[config.mk]
export PLATFORM = sky130hd
export DESIGN_NAME = beam_sum_rx
export DESIGN_NICKNAME = d
export VERILOG_FILES = /design/src/rtl/beam_sum_rx_pkg.sv /design/src/rtl/sync_fifo_fwft.sv /design/src/rtl/beam_sum_rx.sv
export SDC_FILE = /design/constraint.sdc
export NUM_CORES = 1
export LEC_CHECK = 0
export CORE_MARGIN = 2
export CORE_UTILIZATION = 58
export DETAILED_ROUTE_END_ITERATION = 16
export PLACE_DENSITY = 0.78
export SETUP_SLACK_MARGIN = 0.15
export SYNTH_ARGS = -nofsm -noshare
export SYNTH_HDL_FRONTEND = slang
export SYNTH_SLANG_ARGS = --single-unit
[constraint.sdc]
create_clock -name i_clk -period 4.67 [get_ports i_clk]
set_input_delay 0.934 -clock i_clk [delete_from_list [all_inputs] [get_ports i_clk]]
set_output_delay 0.934 -clock i_clk [all_outputs]
set_load 0.01 [all_outputs]
[src/rtl/beam_sum_rx_pkg.sv]
// beam_sum_rx_pkg: shared PUSCH defaults and the packed {re, im} output sample type.
package beam_sum_rx_pkg;
    localparam int MAC_LAT_D = 10;
    localparam int IW_D      = 48;
    localparam int OW_D      = 16;
    localparam int SHIFT_D   = 15;
    localparam int BEAMS_D   = 16;

    typedef struct packed {
        logic signed [OW_D-1:0] re;
        logic signed [OW_D-1:0] im;
    } sample_t;
endpackage

[src/rtl/sync_fifo_fwft.sv]
// sync_fifo_fwft: show-ahead synchronous FIFO; head word is visible on o_rdata whenever not empty.
module sync_fifo_fwft #(
    parameter int WIDTH = 8,
    parameter int DEPTH = 16
) (
    input  logic                     i_clk,
    input  logic                     i_reset,
    input  logic                     i_wr,
    input  logic [WIDTH-1:0]         i_wdata,
    input  logic                     i_rd,
    output logic [WIDTH-1:0]         o_rdata,
    output logic                     o_full,
    output logic                     o_empty,
    output logic [$clog2(DEPTH):0]   o_count
);
    localparam int AW = $clog2(DEPTH);
    localparam int CW = AW + 1;

    logic [WIDTH-1:0] r_mem [DEPTH];
    logic [AW-1:0]    r_wptr, r_rptr;
    logic [CW-1:0]    r_count;
    logic             w_wr, w_rd;

    assign o_empty = r_count == '0;
    assign o_full  = r_count == CW'(DEPTH);
    assign o_count = r_count;
    assign w_rd    = i_rd && !o_empty;
    // a full FIFO still takes a write when the head leaves in the same cycle
    assign w_wr    = i_wr && (!o_full || w_rd);
    assign o_rdata = o_empty ? '0 : r_mem[r_rptr];

    always_ff @(posedge i_clk)
        if (w_wr) r_mem[r_wptr] <= i_wdata;

    always_ff @(posedge i_clk or posedge i_reset)
        if (i_reset) begin
            r_wptr  <= '0;
            r_rptr  <= '0;
            r_count <= '0;
        end else begin
            if (w_wr) r_wptr <= r_wptr + AW'(1);
            if (w_rd) r_rptr <= r_rptr + AW'(1);
            r_count <= r_count + CW'(w_wr) - CW'(w_rd);
        end
endmodule

[src/rtl/beam_sum_rx.sv]
// beam_sum_rx: realigns valid/sop with the MAC array output, rounds and saturates
// each beam sum, tags it with its beam index and queues it for downstream.
module beam_sum_rx
    import beam_sum_rx_pkg::*;
#(
    parameter int MAC_LAT = MAC_LAT_D,
    parameter int IW      = IW_D,
    parameter int OW      = OW_D,
    parameter int SHIFT   = SHIFT_D,
    parameter int BEAMS   = BEAMS_D,
    parameter int DEPTH   = 16
) (
    input  logic                      i_clk,
    input  logic                      i_reset,
    input  logic                      i_rvalid,
    input  logic                      i_sop,
    input  logic [2*IW-1:0]           i_sum_data,
    output logic [2*OW-1:0]           o_data,
    output logic [$clog2(BEAMS)-1:0]  o_beam_idx,
    output logic                      o_last,
    output logic                      o_valid,
    input  logic                      i_ready,
    output logic                      o_overflow,
    output logic [15:0]               o_sat_cnt
);
    localparam int BW = $clog2(BEAMS);
    localparam int FW = 2*OW + BW + 1;
    localparam int CW = $clog2(DEPTH) + 1;
    localparam logic signed [IW:0] RND  = (IW+1)'(1) << (SHIFT-1);
    localparam logic signed [IW:0] MAXV = {{(IW-OW+2){1'b0}}, {(OW-1){1'b1}}};
    localparam logic signed [IW:0] MINV = {{(IW-OW+2){1'b1}}, {(OW-1){1'b0}}};

    // returns {clipped, value}
    function automatic logic [OW:0] rnd_sat(input logic [IW-1:0] x);
        logic signed [IW:0] t;
        t = ($signed({x[IW-1], x}) + RND) >>> SHIFT;
        return t > MAXV ? {2'b10, {(OW-1){1'b1}}} :
               t < MINV ? {2'b11, {(OW-1){1'b0}}} : {1'b0, t[OW-1:0]};
    endfunction

    logic [MAC_LAT-1:0] r_vld_dly, r_sop_dly;
    logic               r_pvld, r_plast, r_overflow;
    logic [2*OW-1:0]    r_pdata;
    logic [BW-1:0]      r_pidx, r_beam, w_idx;
    logic [15:0]        r_sat_cnt;
    logic [OW:0]        w_re, w_im;
    logic [1:0]         w_clips;
    logic [16:0]        w_sat_sum;
    logic               w_vld, w_sop, w_pop, w_full, w_empty;
    logic [FW-1:0]      w_rdata;
    logic [CW-1:0]      w_count;

    assign w_vld = r_vld_dly[MAC_LAT-1];
    assign w_sop = r_sop_dly[MAC_LAT-1];

    always_comb begin
        w_re      = rnd_sat(i_sum_data[2*IW-1:IW]);
        w_im      = rnd_sat(i_sum_data[IW-1:0]);
        w_clips   = {1'b0, w_re[OW]} + {1'b0, w_im[OW]};
        w_sat_sum = {1'b0, r_sat_cnt} + {15'b0, w_clips};
        w_idx     = w_sop ? '0 : r_beam;
    end

    always_ff @(posedge i_clk or posedge i_reset)
        if (i_reset) begin
            r_vld_dly  <= '0;
            r_sop_dly  <= '0;
            r_pvld     <= 1'b0;
            r_pdata    <= '0;
            r_pidx     <= '0;
            r_plast    <= 1'b0;
            r_beam     <= '0;
            r_sat_cnt  <= '0;
            r_overflow <= 1'b0;
        end else begin
            r_vld_dly <= (r_vld_dly << 1) | MAC_LAT'(i_rvalid);
            r_sop_dly <= (r_sop_dly << 1) | MAC_LAT'(i_rvalid && i_sop);
            r_pvld    <= w_vld;
            if (w_vld) begin
                r_pdata   <= {w_re[OW-1:0], w_im[OW-1:0]};
                r_pidx    <= w_idx;
                r_plast   <= w_idx == BW'(BEAMS-1);
                r_beam    <= w_idx == BW'(BEAMS-1) ? '0 : w_idx + BW'(1);
                r_sat_cnt <= w_sat_sum[16] ? 16'hFFFF : w_sat_sum[15:0];
            end
            // the beam counter has already moved on, so a dropped sample leaves a gap in indices
            if (r_pvld && w_full && !w_pop) r_overflow <= 1'b1;
        end

    assign w_pop = !w_empty && i_ready;

    sync_fifo_fwft #(.WIDTH(FW), .DEPTH(DEPTH)) u_fifo (
        .i_clk   (i_clk),
        .i_reset (i_reset),
        .i_wr    (r_pvld),
        .i_wdata ({r_pdata, r_pidx, r_plast}),
        .i_rd    (w_pop),
        .o_rdata (w_rdata),
        .o_full  (w_full),
        .o_empty (w_empty),
        .o_count (w_count)
    );

    assign o_valid    = !w_empty;
    assign {o_data, o_beam_idx, o_last} = w_rdata;
    assign o_overflow = r_overflow;
    assign o_sat_cnt  = r_sat_cnt;

    a_full_count: assert property (@(posedge i_clk) disable iff (i_reset)
        w_full == (w_count == CW'(DEPTH)));
endmodule

==> metrics.csv <==
metric,value,unit
status,"complete, no violations",
CP max FO,3,
drt first pass iters,6,
"Remaining Overflow, GRT",0,
Worst Max-Slew Pin Slew,944,ps
IO Pins,156,
final hold viol count,0,
Final ANT Viol Nets,0,
PD cells,568,nW/µm²
kind of critical path,in -> reg,
dpl hpwl,39.0,mm
Die W,225,µm
Layout Nets,1935,
number of flops mapped to enable cells by yosys,592,
die footprint,50500,µm²
clock latency at the later pin of the worst-skew pair,590,ps
"Distinct cells, synth",66,
DRT iter0 DRCs,1776,
"flops & latches, synth",684,
critical path required time,5140,ps
synthesized area per cell,18.6,µm²
share of cells above drive strength 1,28.4,%
CTS max path bufs,3,
syn_nets,1640,
largest net degree at the start of global routing,75,
Yosys warnings,0,
Vias,16054,
Synth top cells by count,"edfxtp_1, mux4_2, dfrtp_1, nand2_1, nor2_1",
Slew HR,37.1,%
Antenna diodes,0,
"Seq/Total Area, Yosys",71.0,%
Yosys top cell by area,edfxtp_1,
Num CTS Buffers,66,
fraction of registers with async set/reset,13.5,%
Final Cycle Share,93.4,%
clock sink count,684,
Final Max Slew Viols,0,
routability cong.,0.854,
initial antenna violation count,1,
RSZ-0062 raised after global routing,yes,
Hold WS,347,ps
WP data arrival,4830,ps
drc violations,0,
crit end category,register,
number of core rows,80,
clk root buf,clkbuf_16,
LEAKAGE,11.3,nW
post-synth top area share,62.9,%
Peak VDD IR,333,µV
HP Class,reg -> reg,
Max-cap violations,0,
Max H-tree Level,3,
vias per inst,6.46,
Starting Density,59.0,%
first-pass GRT wire length,104,mm
Synth Cell Area,28300,µm²
clk slew on worst S/H paths,60,ps
CTS tree,built,
crit path launch type,primary input,
vias in the first global route,16616,
routed len/inst,28.1,µm
total negative slack,0,ps
final setup fails,0,
Final min period,4360,ps
Clock Skew,19.8,ps
IO buf count,127,
"Top FF cell, synth",edfxtp_1,
most frequent cell after synthesis,edfxtp_1,
Die Y,225,µm
gr usage total,28.4,%
Core Area,47900,µm²
"top cells by area, synth","edfxtp_1, mux4_2, dfrtp_1",
maximum clock rate,0.229,GHz
WL final,69.7,mm
Area Overhead vs Synth,20.1,%
# hold bufs at CTS,0,
gate count of the mapped netlist,1522,
==> stage by stage <==
stage	utilization, %	total power, mW	instances	setup WS, ps	area [µm²]
2_1_floorplan	-	11.5	1522	45.5	28400
3_3_place_gp	66.1	13.8	2361	-332	31700
3_5_place_dp	66.1	14.0	2361	-383	31700
4_1_cts	70.6	19.4	2484	201	33900
5_1_grt	70.8	19.9	2485	130	34000
6_report	70.8	19.3	2485	306	34000
==> report_power, final <==
| group | internal, mW | leakage, nW | total (mW) | switching [mW] |
|---|---|---|---|---|
| sequential | 7.48 | 6.41 | 8.12 | 0.640 |
| clock | 3.02 | 1.03 | 5.24 | 2.22 |
| combinational | 3.18 | 3.86 | 5.94 | 2.76 |
| total | 13.7 | 11.3 | 19.3 | 5.61 |
==> path summary, 6_finish.rpt <==
check                                             from                          end  slack, ps  depth (start not counted)
min                             r_vld_dly[4]$_DFF_PP0_       r_vld_dly[5]$_DFF_PP0_        350                          0
max reg2reg                u_fifo.o_count[2]$_DFF_PP0_  u_fifo.o_count[4]$_DFF_PP0_       1380                         15
min in group asynchronous                      i_reset       r_vld_dly[0]$_DFF_PP0_        920                          2
min reg2reg                     r_vld_dly[4]$_DFF_PP0_       r_vld_dly[5]$_DFF_PP0_        350                          0
max                                     i_sum_data[23]    o_sat_cnt[15]$_DFFE_PP0P_        310                         17
max in group asynchronous                      i_reset       r_pdata[5]$_DFFE_PP0P_       2860                          3
==> cell usage in the layout (no fill, tap or decap), types with 25 or more instances in the layout <==
cell               n
buf_4            154
xnor2_1           26
dfrtp_1           87
mux4_2           185
nor2_1            46
inv_1             29
nand3_1           31
o21ai_0           26
clkbuf_16         71
nand4_1           31
clkdlybuf4s50_1  127
nand2_1           62
and2_1            42
edfxtp_1         592
xor2_1            25
==> timing repair <==
item,CTS,global route
endpoints found under the setup margin,3,15
gates resized for setup,0,16
setup buffers,2,1
pin swaps,0,3
==> cells by family (layout without fill, tap and decap cells) <==
kind of cell	count (synthesis)	in the layout	share of synthesized area (%)
simple gates	337	337	6.49
compound gates	125	125	3.13
xor+xnor	51	51	1.58
mux	201	201	15.3
flops	684	684	71.0
fa+ha+maj	17	17	0.806
buf+inv	107	455	1.61
==> sequential cells by signal, indices dropped and copies added (netlist names), 5 cells and up <==
signal,count
r_pdata,32
o_sat_cnt,16
u_fifo.r_mem,592
u_fifo.o_count,5
r_sop_dly,10
r_vld_dly,10
==> per-layer routing <==
layer / global-route usage (%) / up-vias / part of all wire, %
met3: 5.58 / 169 / 8.9
met4: 10.9 / 0 / 3.5
li1: - / 6771 / -
met2: 47.4 / 930 / 51
met1: 37.6 / 8184 / 37
met5: 0 / - / 0
==> layout make-up <==
class	count	area (µm²)
flip-flops and latches	684	20100
fillers	2756	14000
multi-input cells	731	8020
repair buffers	302	2830
clock buffers	94	1900
well taps	615	769
clock inverters	27	216
inverters	32	123
==> critical path, stage by stage <==
cell and delay, ps:
clkdlybuf4s50_1 550, nand4_4 130, or4_4 570, a2111oi_2 340, o32ai_1 120, or4_4 530, o41ai_4 340, inv_2 60
nor2_2 140, fa_2 220, inv_2 60, and3_4 160, and2_4 160, nand2b_4 60, nor2_2 50, nand4_1 100
mux2_4 300
No activity file was read; power rests on OpenSTA's default activity.
